[src/rtl/fir_ctrl_pkg.sv]
// ============================================================================
//  Module      : fir_ctrl_pkg
//  Description : Shared types and defaults for the FIR stream arbiter:
//                FSM state enum, default parameters and channel-ID width.
//  Revision    : 1.0 - initial release
// ============================================================================
`default_nettype none

package fir_ctrl_pkg;

   localparam int DEF_N_CH      = 4;
   localparam int DEF_DATA_W    = 16;
   localparam int DEF_FLUSH_LEN = 15;
   localparam int DEF_ID_DEPTH  = 4;

   typedef enum logic [1:0] {
      S_IDLE  = 2'd0,
      S_ARB   = 2'd1,
      S_XFER  = 2'd2,
      S_FLUSH = 2'd3
   } fir_arb_state_e;

   // Width of a channel index; never narrower than one bit.
   function automatic int chan_id_w(input int n);
      return (n > 1) ? $clog2(n) : 1;
   endfunction

   typedef logic [chan_id_w(DEF_N_CH)-1:0] chan_id_t;

endpackage

`default_nettype wire

[src/rtl/fir_id_fifo.sv]
// ============================================================================
//  Module      : fir_id_fifo
//  Description : Small synchronous FIFO holding the channel ID of every
//                packet sent into the FIR, popped as result packets leave.
//  Revision    : 1.0 - initial release
// ============================================================================
`default_nettype none

module fir_id_fifo #(
   parameter int WIDTH = 2,
   parameter int DEPTH = 4
) (
   input  logic             clk,
   input  logic             rst_n,
   input  logic             i_push,
   input  logic             i_pop,
   input  logic [WIDTH-1:0] i_data,
   output logic             o_full,
   output logic             o_empty,
   output logic [WIDTH-1:0] o_head,
   output logic             o_underflow
);

   localparam int AW = (DEPTH > 1) ? $clog2(DEPTH) : 1;

   logic [WIDTH-1:0] r_mem [DEPTH];
   logic [AW:0]      r_wr_ptr;
   logic [AW:0]      r_rd_ptr;
   logic             r_underflow;
   logic             w_do_push;
   logic             w_do_pop;

   assign o_empty   = (r_wr_ptr == r_rd_ptr);
   assign o_full    = (r_wr_ptr[AW] != r_rd_ptr[AW]) &&
                      (r_wr_ptr[AW-1:0] == r_rd_ptr[AW-1:0]);
   assign w_do_pop  = i_pop & ~o_empty;
   // A push into a full FIFO is accepted only when a pop frees the slot.
   assign w_do_push = i_push & (~o_full | w_do_pop);
   assign o_head    = o_empty ? '0 : r_mem[r_rd_ptr[AW-1:0]];
   assign o_underflow = r_underflow;

   // Storage array; contents are don't-care while the pointers say empty.
   always_ff @(posedge clk) begin
      if (w_do_push) begin
         r_mem[r_wr_ptr[AW-1:0]] <= i_data;
      end
   end

   // Pointer update and sticky record of any pop attempted while empty.
   always_ff @(posedge clk or negedge rst_n) begin
      if (!rst_n) begin
         r_wr_ptr    <= '0;
         r_rd_ptr    <= '0;
         r_underflow <= 1'b0;
      end else begin
         if (w_do_push) r_wr_ptr <= r_wr_ptr + 1'b1;
         if (w_do_pop)  r_rd_ptr <= r_rd_ptr + 1'b1;
         if (i_pop && o_empty) r_underflow <= 1'b1;
      end
   end

endmodule

`default_nettype wire

[src/rtl/fir_stream_arbiter.sv]
// ============================================================================
//  Module      : fir_stream_arbiter
//  Description : Packet-level round-robin arbiter sharing one FIR datapath
//                between N_CH AXI-stream sources, with result-ID tracking.
//                Build macro FIR_FLUSH_EN: when defined, FLUSH_LEN zero
//                samples are injected after every packet.
//  Revision    : 1.0 - initial release
// ============================================================================
`default_nettype none

module fir_stream_arbiter
   import fir_ctrl_pkg::*;
#(
   parameter int N_CH      = DEF_N_CH,
   parameter int DATA_W    = DEF_DATA_W,
   parameter int FLUSH_LEN = DEF_FLUSH_LEN,
   parameter int ID_DEPTH  = DEF_ID_DEPTH
) (
   input  logic                        clk,
   input  logic                        reset,
   input  logic [N_CH*DATA_W-1:0]      s_tdata,
   input  logic [N_CH-1:0]             s_tvalid,
   input  logic [N_CH-1:0]             s_tlast,
   output logic [N_CH-1:0]             s_tready,
   output logic [DATA_W-1:0]           fir_tdata,
   output logic                        fir_tvalid,
   output logic                        fir_tlast,
   input  logic                        fir_tready,
   input  logic                        res_tvalid,
   input  logic                        res_tready,
   input  logic                        res_tlast,
   output logic [chan_id_w(N_CH)-1:0]  res_tid,
   output logic                        res_tid_valid,
   output logic [N_CH-1:0]             grant,
   output logic                        busy
);

   localparam int CW = chan_id_w(N_CH);

   fir_arb_state_e   r_state;
   fir_arb_state_e   w_next;
   logic             r_rst_meta;
   logic             r_rst_n;
   logic [CW-1:0]    r_rr_ptr;
   logic [CW-1:0]    r_gnt_idx;
   logic [N_CH-1:0]  r_grant;
   logic [CW-1:0]    w_win_idx;
   logic             w_win_found;
   logic [CW-1:0]    w_next_ptr;
   logic             w_g_valid;
   logic             w_g_last;
   logic [DATA_W-1:0] w_g_data;
   logic             w_push;
   logic             w_pop;
   logic             w_full;
   logic             w_empty;
   logic             w_id_underflow;
`ifdef FIR_FLUSH_EN
   localparam int FCW = $clog2(FLUSH_LEN + 1);
   logic [FCW-1:0]   r_flush_cnt;
   logic             w_flush_last;
   assign w_flush_last = (r_flush_cnt == FCW'(FLUSH_LEN - 1));
`endif

   // Reset asserts asynchronously and releases on a clock edge.
   always_ff @(posedge clk or negedge reset) begin
      if (!reset) begin
         r_rst_meta <= 1'b0;
         r_rst_n    <= 1'b0;
      end else begin
         r_rst_meta <= 1'b1;
         r_rst_n    <= r_rst_meta;
      end
   end

   assign w_g_valid = s_tvalid[r_gnt_idx];
   assign w_g_last  = s_tlast[r_gnt_idx];
   assign w_g_data  = s_tdata[r_gnt_idx*DATA_W +: DATA_W];
   assign w_pop     = res_tvalid & res_tready & res_tlast;
   assign grant     = r_grant;
   assign busy      = (r_state == S_XFER) || (r_state == S_FLUSH);
   assign res_tid_valid = ~w_empty;
   assign w_next_ptr = (w_win_idx == CW'(N_CH - 1)) ? '0 : w_win_idx + 1'b1;

   // Round-robin search: first requester at or after r_rr_ptr, wrapping.
   always_comb begin
      w_win_found = 1'b0;
      w_win_idx   = '0;
      for (int i = 0; i < N_CH; i++) begin
         int j;
         j = int'(r_rr_ptr) + i;
         if (j >= N_CH) j = j - N_CH;
         if (!w_win_found && s_tvalid[j]) begin
            w_win_found = 1'b1;
            w_win_idx   = CW'(j);
         end
      end
   end

   // Next-state decode and the stream-side outputs of each state.
   always_comb begin
      w_next     = r_state;
      s_tready   = '0;
      fir_tdata  = '0;
      fir_tvalid = 1'b0;
      fir_tlast  = 1'b0;
      w_push     = 1'b0;
      case (r_state)
         S_IDLE: begin
            if ((|s_tvalid) && !w_full) w_next = S_ARB;
         end
         S_ARB: begin
            if (!w_win_found) begin
               w_next = S_IDLE;
            end else if (!w_full) begin
               w_next = S_XFER;
               w_push = 1'b1;
            end
         end
         S_XFER: begin
            fir_tdata           = w_g_data;
            fir_tvalid          = w_g_valid;
            s_tready[r_gnt_idx] = fir_tready;
`ifdef FIR_FLUSH_EN
            if (w_g_valid && fir_tready && w_g_last) w_next = S_FLUSH;
`else
            fir_tlast = w_g_valid & w_g_last;
            if (w_g_valid && fir_tready && w_g_last) w_next = S_ARB;
`endif
         end
`ifdef FIR_FLUSH_EN
         S_FLUSH: begin
            fir_tvalid = 1'b1;
            fir_tlast  = w_flush_last;
            if (fir_tready && w_flush_last) w_next = S_ARB;
         end
`endif
         default: w_next = S_IDLE;
      endcase
   end

   // FSM state register.
   always_ff @(posedge clk or negedge r_rst_n) begin
      if (!r_rst_n) r_state <= S_IDLE;
      else          r_state <= w_next;
   end

   // Owner capture on a winning ARB cycle; owner released at packet end.
   always_ff @(posedge clk or negedge r_rst_n) begin
      if (!r_rst_n) begin
         r_rr_ptr  <= '0;
         r_gnt_idx <= '0;
         r_grant   <= '0;
      end else if (r_state == S_ARB && w_next == S_XFER) begin
         r_gnt_idx <= w_win_idx;
         r_grant   <= N_CH'(1) << w_win_idx;
         r_rr_ptr  <= w_next_ptr;
      end else if (busy && w_next == S_ARB) begin
         r_grant   <= '0;
      end
   end

`ifdef FIR_FLUSH_EN
   // Counts accepted zero beats; restarts for the next packet.
   always_ff @(posedge clk or negedge r_rst_n) begin
      if (!r_rst_n) begin
         r_flush_cnt <= '0;
      end else if (r_state == S_FLUSH && fir_tready) begin
         r_flush_cnt <= w_flush_last ? '0 : r_flush_cnt + 1'b1;
      end
   end
`endif

   fir_id_fifo #(
      .WIDTH (CW),
      .DEPTH (ID_DEPTH)
   ) u_id_fifo (
      .clk         (clk),
      .rst_n       (r_rst_n),
      .i_push      (w_push),
      .i_pop       (w_pop),
      .i_data      (w_win_idx),
      .o_full      (w_full),
      .o_empty     (w_empty),
      .o_head      (res_tid),
      .o_underflow (w_id_underflow)
   );

endmodule

`default_nettype wire

[config.mk]
export PLATFORM = sky130hd
export DESIGN_NAME = fir_stream_arbiter
export DESIGN_NICKNAME = d
export VERILOG_FILES = /design/src/rtl/fir_ctrl_pkg.sv /design/src/rtl/fir_id_fifo.sv /design/src/rtl/fir_stream_arbiter.sv
export SDC_FILE = /design/constraint.sdc
export NUM_CORES = 1
export LEC_CHECK = 0
export BUFFER_PORTS_ARGS = -buffer_cell sky130_fd_sc_hd__buf_2
export CORE_MARGIN = 2
export CORE_UTILIZATION = 40
export DETAILED_ROUTE_END_ITERATION = 8
export PLACE_DENSITY = 0.77
export SYNTH_ARGS = -nofsm -noshare
export SYNTH_HDL_FRONTEND = slang
export SYNTH_SLANG_ARGS = --single-unit
export TNS_END_PERCENT = 5
[constraint.sdc]
create_clock -name clk -period 2 [get_ports clk]
set_input_delay 0.4 -clock clk [delete_from_list [all_inputs] [get_ports clk]]
set_output_delay 0.4 -clock clk [all_outputs]
set_load 0.1 [all_outputs]
# Word-level counts from Yosys, hierarchy flattened
# Memories as Yosys holds them, arrays and structs flattened.
# Cells that the tools add are included.
# word_totals
ramBits,8
in_bits,78
elab_cells,115
ff_bits,18
output_inout_bits,30
mem_count,1
# classes
n_eq_ne,9
bitwise,9
n_shift,2
n_reduce_logical,18
n_addsub,10
mux,48
order_cmp,10
# mem_list
name,depth,word_bits,rd,rd_clocked_by_memory_dff,wr,line,rtl
u_id_fifo.r_mem,4,2,1,0,1,fir_id_fifo.sv:26,logic [WIDTH-1:0] r_mem [DEPTH];
# ops
cell,count
"32-bit by 4-bit < comparator with 1-bit output, second input constant",4
32-bit 2-to-1 mux,4
64-bit by 7-bit variable part select with 16-bit output,1
1-bit 2-to-1 mux,22
2-bit 2-to-1 mux,10
16-bit 2-to-1 mux,1
1-bit binary-select mux with 2-bit select,6
4-bit 2-to-1 mux,3
"3-bit by 3-bit subtractor with 4-bit output, second input constant",3
1-bit logical AND,10
"3-bit >= comparator, second input constant",3
"2-bit == test, second input constant",4
"2-bit by 2-bit adder with 3-bit output, second input constant",2
"3-bit by 1-bit adder with 3-bit output, second input constant",2
2-bit one-hot mux with 3 select lines,1
1-bit AND,5
4-bit AND,1
"2-bit by 1-bit == test with 1-bit output, second input constant",2
1-bit zero test,4
4-bit OR reduction,1
"1-bit by 2-bit << shifter with 4-bit output, first input constant",1
"2-bit by 3-bit subtractor with 4-bit output, second input constant",1
"2-bit by 1-bit adder with 3-bit output, second input constant",1
3-bit == test,1
other kinds (12),13

# Longest topological paths before layout
# Gate-level depths: netlist of run 1.
# logic_depth
ltp_word,21
mapped_depth,7
depth_no_buf,7

# Hierarchy
# Synthesis of run 1 repeated with hierarchy kept, for this count alone.
# unflattened
hier_cells,165
hier_area_um2,1990.7
# modules_own_cells
mod,area_per_inst_um2,n_inst,seq_area_each_um2,cells_each
fir_stream_arbiter,1244.9,1,300.3,116
fir_id_fifo,745.7,1,415.4,49

# Worst setup path after synthesis of run 1
# OpenSTA, ideal clock, no wires.
# synth_path
path_kind,register -> output
startpoint,register r_state[0]
endpoint,output s_tready[0]
path_stages_with_launch,5
path_buffers,2
path_slack_ns,-2.110
required_ns,1.600
arrival_ns,3.710
cell_sequence,dfrtp_1 clkbuf_1 nand2b_1 clkbuf_1 nor4_1
# synth_via
elab_chain_cells,2
# synth_lines
element,line,rtl
start: declaration,fir_stream_arbiter.sv:40,fir_arb_state_e r_state;
start signal: assignment,fir_stream_arbiter.sv:145,else r_state <= w_next;
2-bit == test,fir_stream_arbiter.sv:108,case (r_state)
4-bit 2-to-1 mux,fir_stream_arbiter.sv:108,
end: declaration,fir_stream_arbiter.sv:24,"output logic [N_CH-1:0] s_tready,"
# Every way passes these cells.

# Final worst setup path of run 1
# layout_path
startpoint,register r_gnt_idx[0]
endpoint,output fir_tdata[13]
# layout_via
elab_chain_cells,2
# layout_lines
element,line,rtl
start: declaration,fir_stream_arbiter.sv:45,logic [CW-1:0] r_gnt_idx;
start signal: assignment,fir_stream_arbiter.sv:155,r_gnt_idx <= w_win_idx;
64-bit by 7-bit variable part select with 16-bit output,fir_stream_arbiter.sv:78,assign w_g_data = s_tdata[r_gnt_idx*DATA_W +: DATA_W];
16-bit 2-to-1 mux,fir_stream_arbiter.sv:108,
end: declaration,fir_stream_arbiter.sv:25,"output logic [DATA_W-1:0] fir_tdata,"
# Every way passes these cells.

==> results of run 1 <==
## critical path, delay by kind of cell, from the launching register on
family	cells	cell delay, ps
flops	1	440
buf+inv	2	370
simple gates	1	140
mux	1	510
## cells by family after synthesis
| group | share of synthesized area |
|---|---|
| and+or+nand+nor | 0.150 |
| xor gates and xnor gates | 0.0414 |
| DFF | 0.362 |
| AOI/OAI and AO/OA | 0.0617 |
| other | 0.00197 |
| muxes | 0.278 |
| buffers and inverters | 0.0453 |
| adders and majority gates | 0.0591 |
## registers in the layout, indices dropped and copies added, names as in the netlist
register,cells
grant,4
r_gnt_idx,2
r_rr_ptr,2
r_rst_meta,1
r_rst_n,1
r_state,2
u_id_fifo.r_mem,8
u_id_fifo.r_rd_ptr,3
u_id_fifo.r_wr_ptr,3
## cell usage in the layout, fill, tap and decap left out, types with 2 or more instances in the layout
master    instances
buf_2            82
buf_12           22
mux4_2           20
nor2b_4          20
dfrtp_1          16
buf_4            14
ha_1              9
inv_1             8
edfxtp_1          8
and3_2            5
buf_6             5
xnor2_1           4
nand2_1           4
a22o_2            4
o21ai_0           3
xor2_1            3
nand3_1           3
nor2_2            3
clkbuf_8          3
xnor2_2           2
and2_4            2
a21oi_1           2
o31ai_1           2
and3_1            2
mux2i_1           2
mux2_4            2
mux2_2            2
dfrtp_2           2
## report_power, final
part	internal [mW]	total, mW	leakage [nW]	switching, mW
logic	2.07	4.98	1.17	2.92
clock network	0.268	0.440	0.0357	0.172
registers	0.767	1.00	0.291	0.237
## metal layers
metal | up-vias | GRT usage | routed length (um)
met5 | - | 0 | 0
met4 | 0 | 0.0432 | 97
met3 | 8 | 0.0359 | 242
met2 | 69 | 0.345 | 3010
met1 | 856 | 0.267 | 2190
li1 | 796 | - | -
## how the worst min path moves through the flow
stage,start,end,slack [ps],cells after the start
after global routing,r_rst_n,grant[2],360,0
after global placement,reset,r_rst_meta,180,1
after detailed placement,reset,r_rst_meta,190,1
final,r_rst_n,grant[1],290,0
after floorplan,reset,r_rst_meta,100,0
after CTS,r_rst_n,grant[3],320,0
## area by class of cell
class / instances / area, um2 / share of cell area
Multi-Input combinational cell: 108 / 1320 / 0.412
Timing Repair Buffer: 124 / 1020 / 0.319
Sequential cell: 26 / 693 / 0.216
Tap cell: 54 / 67.6 / 0.0211
Clock buffer: 3 / 41.3 / 0.0129
Clock inverter: 1 / 30.0 / 0.00938
Inverter: 8 / 30.0 / 0.00938
## Yosys cell counts (all sizes together)
| cell | count |
|---|---|
| a21oi | 2 |
| a221oi | 1 |
| a22o | 4 |
| a22oi | 1 |
| a311oi | 1 |
| a31oi | 1 |
| and2 | 3 |
| and3 | 7 |
| buf | 4 |
| clkbuf | 6 |
| conb | 1 |
| dfrtp | 18 |
| edfxtp | 8 |
| ha | 9 |
| inv | 8 |
| mux2 | 4 |
| mux2i | 2 |
| mux4 | 20 |
| nand2 | 4 |
| nand2b | 2 |
| nand3 | 3 |
| nand3b | 1 |
| nor2 | 4 |
| nor2b | 20 |
| nor3 | 1 |
| nor4 | 2 |
| o21ai | 3 |
| o31ai | 2 |
| or2 | 1 |
| xnor2 | 6 |
| xor2 | 3 |
## per-stage QoR
stage | instance area [um2] | power [mW] | instances
after floorplan | 2100 | 4.53 | 152
after global placement | 2830 | 5.25 | 318
after detailed placement | 2830 | 5.31 | 318
after CTS | 3180 | 6.39 | 323
after global routing | 3200 | 6.71 | 324
final | 3200 | 6.43 | 324
## what timing repair did
item,4_1_cts,5_1_grt
pin swaps,0,1
setup endpoints to repair,21,25
hold endpoints to repair,2,0
hold buffers,1,0
setup buffers,0,1
resized for setup,77,3
cloned,0,0
==> flow_summary.yaml, run 1 <==
critical_path:
  path_cells: "buf_4 > mux4_2 > nor2b_4 > buf_6"
  cpMaxStageDelayCell: "mux4_2"
  cp-end-kind: "output port"
  critPathLaunchType: "flop"
  required_ps: 1600
  worstPathMaxFanout: 6
  ff2ff_path_depth: 4
  r2r_slack_ps: 130
  critical_path.startpoint: "r_gnt_idx[0]"
  arrival_ps: 1740
  cp-endpoint: "fir_tdata[13]"
  crit_type: "flop to output port"
  rr_endpoint: "r_gnt_idx[0]"
  cpPeakStageDelay_ps: 510
  reg2reg_from: "u_id_fifo.r_rd_ptr[0]"
timing:
  worst_pin_slew_ps: 704
  rsz0062_at_grt: "yes"
  slew_headroom: 0.530
  fin_skew_ps: 3.81
  max_freq_mhz: 468
  timing.final.crit_share: 1.07
  setup_violations: 18
  slew_viol_final: 0
  finalHoldViolCount: 0
  period_needed_ps: 2140
  hold_ws_ps: 291
  tns_ps: -2040
  worst_slack_ps: -139
die:
  die_y_um: 73.0
  die_x_um: 73.0
  die_area_mm2: 0.00533
  start_util: 0.409
  core_area_mm2: 0.00466
  fp-row-count: 25
  ioPinCount: 108
clocking:
  clkSinkCount: 26
  clk_latency_ps: 270
  clkTransAtPathRegs_ps: 90
  numCtsBuffers: 3
  cts_tree: "done"
  cts_buffer_depth: 2
  htreeDepth: 1
  clock-root-buffer: "clkbuf_8"
yosys:
  synth-seq-cells: 26
  ys_types: 37
  netlist.area_leader.share: 0.236
  yosysSeqAreaShare: 0.362
  synth.net_count: 239
  netlist_instances: 152
  synth_top_area_cell: "dfrtp_1"
  yosys-top-cells-area: "dfrtp_1 24%, mux4_2 21%, edfxtp_1 13%, nor2b_1 6.6%, ha_1 5.9%"
  synth_area_per_cell_um2: 12.5
  syn_area_mm2: 0.00191
  yosys_warnings: 0
global_route:
  grt_pass1_vias: 1743
  grt_max_degree: 17
  grt_overflow_total: 0
  grt_pass1_wl_um: 8360
  antenna_found_initial: 0
  grt_use_total: 0.202
outcome:
  status: "complete, but fails checks"
  violations: "negative setup slack"
final_layout:
  fin_util: 0.687
  n_antenna_cell: 0
  syn2layout_area_growth_pct: 68.1
  fill_cells: 307
  nets: 358
  final_layout_size_suffix_gt1_frac: 0.715
detailed_routing:
  wl_per_cell_um: 17.1
  wirelength_um: 5540
  avgViaCountPerCell: 5.34
  dr.pass1.iters: 6
  route.vias.total: 1729
  drt_iter0_markers: 53
  ant_nets: 0
  post-route-drc-count: 0
pwr:
  power.leakage_nw: 1.50
  power_density_mw_per_mm2: 2010
  peakVddDrop_mv: 0.973
place:
  post-dp-hpwl_um: 4120
  pre_cts_ws_ps: -19.8
  portBuffers: 107
  place.gp.congestion: 0.758
min_path:
  min_path_type: "flop to asynchronous set/reset pin"
job:
  maxCapViolations: 0
Power figures use the tool's default switching activity.
==> run 2, diff against run 1 <==
--- a/config.mk
+++ b/config.mk
@@ -5,9 +5,10 @@
 export SDC_FILE = /design/constraint.sdc
 export NUM_CORES = 1
 export LEC_CHECK = 0
+export ABC_AREA = 1
 export BUFFER_PORTS_ARGS = -buffer_cell sky130_fd_sc_hd__buf_2
 export CORE_MARGIN = 2
-export CORE_UTILIZATION = 40
+export CORE_UTILIZATION = 41
 export DETAILED_ROUTE_END_ITERATION = 8
 export PLACE_DENSITY = 0.77
 export SYNTH_ARGS = -nofsm -noshare
==> flow_summary.yaml, run 2 <==
place:
  place.gp.congestion: 0.922
  portBuffers: 107
  pre_cts_ws_ps: 30.0
  post-dp-hpwl_um: 5080
yosys:
  synth.net_count: 371
  synth.most_common_cell: "nand2_1"
  muxShareOfSynthArea: 0
  netlist.area_leader.share: 0.226
  ys_types: 32
  synth_top_area_cell: "dfrtp_1"
  synthAdderAreaFrac: 0.0565
  yosysSeqAreaShare: 0.347
  syn_area_mm2: 0.00199
  netlist_instances: 284
  ys.flop_type: "dfrtp_1"
  synth-edff-count: 8
  synth-seq-cells: 26
  yosys-top-cells-area: "dfrtp_1 23%, nand2_1 20%, edfxtp_1 12%, a22oi_1 6.0%, ha_1 5.6%"
  synth_area_per_cell_um2: 7.02
  synthXorXnorAreaFrac: 0.0176
  synth_compound_area_frac: 0.153
  async_reset_ff_frac: 0.692
  synth_top_family_by_area: "simple AND/OR/NAND/NOR gates"
  synth_common_cells: "108 x nand2_1, 28 x inv_1, 21 x nor2_1"
  yosys_warnings: 0
  synthSimpleGateAreaFrac: 0.338
timing:
  setup_violations: 21
  fin_skew_ps: 3.08
  slew_headroom: 0.553
  slew_viol_final: 0
  worst_pin_slew_ps: 670
  max_freq_mhz: 483
  period_needed_ps: 2070
  timing.final.crit_share: 1.04
  worst_slack_ps: -72.1
  rsz0062_at_grt: "yes"
  finalHoldViolCount: 0
global_route:
  grt_pass1_wl_um: 10300
  grt_max_degree: 17
  grt_use_total: 0.244
  antenna_found_initial: 0
  grt_pass1_vias: 2249
  grt_overflow_total: 0
final_layout:
  final_layout_size_suffix_gt1_frac: 0.519
  layout_commonest_cell: "nand2_1"
  fill_cells: 267
  n_antenna_cell: 0
  syn2layout_area_growth_pct: 81.4
  nets: 491
  final_cell_mix: "95 x nand2_1, 82 x buf_2, 29 x buf_12, 21 x inv_1"
  largest_reg_flops: 8
pwr:
  peakVddDrop_mv: 1.10
  power_density_mw_per_mm2: 1950
  power.leakage_nw: 1.64
  p_total_mw: 7.06
clocking:
  numCtsBuffers: 3
  cts_tree: "done"
  htreeDepth: 1
  cts_buffer_depth: 2
  clkTransAtPathRegs_ps: 90
  clock-root-buffer: "clkbuf_8"
  clkSinkCount: 26
  clk_latency_ps: 270
detailed_routing:
  drt_iter0_markers: 100
  avgViaCountPerCell: 5.47
  dr.pass1.iters: 4
  wl_per_cell_um: 16.5
  ant_nets: 0
  route.vias.total: 2500
  wirelength_um: 7520
  post-route-drc-count: 0
critical_path:
  cpPeakStageDelay_ps: 490
  cp-end-kind: "output port"
  required_ps: 1600
  cpMaxStageDelayCell: "dfrtp_2"
  critPathLaunchType: "flop"
  crit_type: "flop to output port"
  worstPathMaxFanout: 5
  arrival_ps: 1670
  path_cells: "inv_4 > nand2_4 > inv_6 > nand2_1 > nand4_1 > nand2_2 > nor2_4 > buf_12"
die:
  die_area_mm2: 0.00544
  ioPinCount: 108
  core_area_mm2: 0.00469
  start_util: 0.425
  fp-row-count: 25
  die_y_um: 73.7
  die_x_um: 73.7
outcome:
  violations: "negative setup slack"
  status: "complete, but fails checks"
min_path:
  min_path_type: "flop to asynchronous set/reset pin"
job:
  maxCapViolations: 0
-- run 2: kinds of logic (layout without fill, tap and decap cells) --
| group | after synthesis | count (layout) |
|---|---|---|
| buffers and inverters | 41 | 160 |
| adders and majority gates | 9 | 9 |
| AOI/OAI and AO/OA | 46 | 46 |
| and+or+nand+nor | 157 | 157 |
| xor gates and xnor gates | 4 | 4 |
| DFF | 26 | 26 |
| other | 1 | 1 |
-- run 2: path summary, 6_finish.rpt --
check / from / endpoint / slack (ps) / cells past startpoint
worst max-delay path: r_gnt_idx[1] / fir_tlast / -70 / 8
worst min-delay path: r_rst_n / grant[0] / 280 / 0
worst max register to register: r_rr_ptr[0] / r_rr_ptr[0] / 90 / 14
worst min register to register: r_rst_n / grant[0] / 280 / 0
max in group asynchronous: r_rst_n / u_id_fifo.r_rd_ptr[0] / 1250 / 0
min in group clk: r_rst_meta / r_rst_n / 360 / 0
-- run 2: area by class of cell --
cell class	count	area, um2	share of cell area
clock buffer	3	41.3	0.0114
clock inverter	1	3.75	0.00104
inverter	32	130	0.0360
multi-input combinational	217	1560	0.433
sequential	26	698	0.193
tap	54	67.6	0.0187
timing repair buffer	124	1110	0.307
-- run 2: routing by layer --
layer	wire length (um)	vias up	GRT usage
met5	0	-	0
met4	195	0	0.0566
met3	353	20	0.0288
met2	4160	107	0.438
met1	2810	1196	0.310
li1	-	1177	-
-- run 2: power by group --
group / switching [mW] / internal (mW) / total, mW
Sequential: 0.240 / 0.811 / 1.05
Combinational: 3.75 / 1.96 / 5.71
Clock: 0.163 / 0.138 / 0.301
-- run 2: repair_timing --
action / CTS / global route
hold endpoints to repair: 2 / 0
endpoints found under the setup margin: 21 / 30
gates resized for setup: 23 / 51
buffers inserted: 4 / 2
hold buffers: 1 / 0
cloned: 0 / 1
pin swaps: 3 / 11
-- run 2: critical path: cells and delay by family (launching register included) --
family | cells | cell delay (ps)
flops | 1 | 490
simple gates | 5 | 520
buf+inv | 3 | 390
-- run 2: per-stage QoR --
stage | area [um2] | hold WS (ps) | utilization | cells | TNS [ps]
after global routing | 3610 | 341 | 0.770 | 457 | -1870
after CTS | 3430 | 308 | 0.730 | 454 | -121
after global placement | 3220 | 185 | 0.686 | 445 | 0
after floorplan | 2200 | 104 | - | 284 | -7510
final | 3610 | 279 | 0.770 | 457 | -680
after detailed placement | 3220 | 187 | 0.686 | 445 | 0
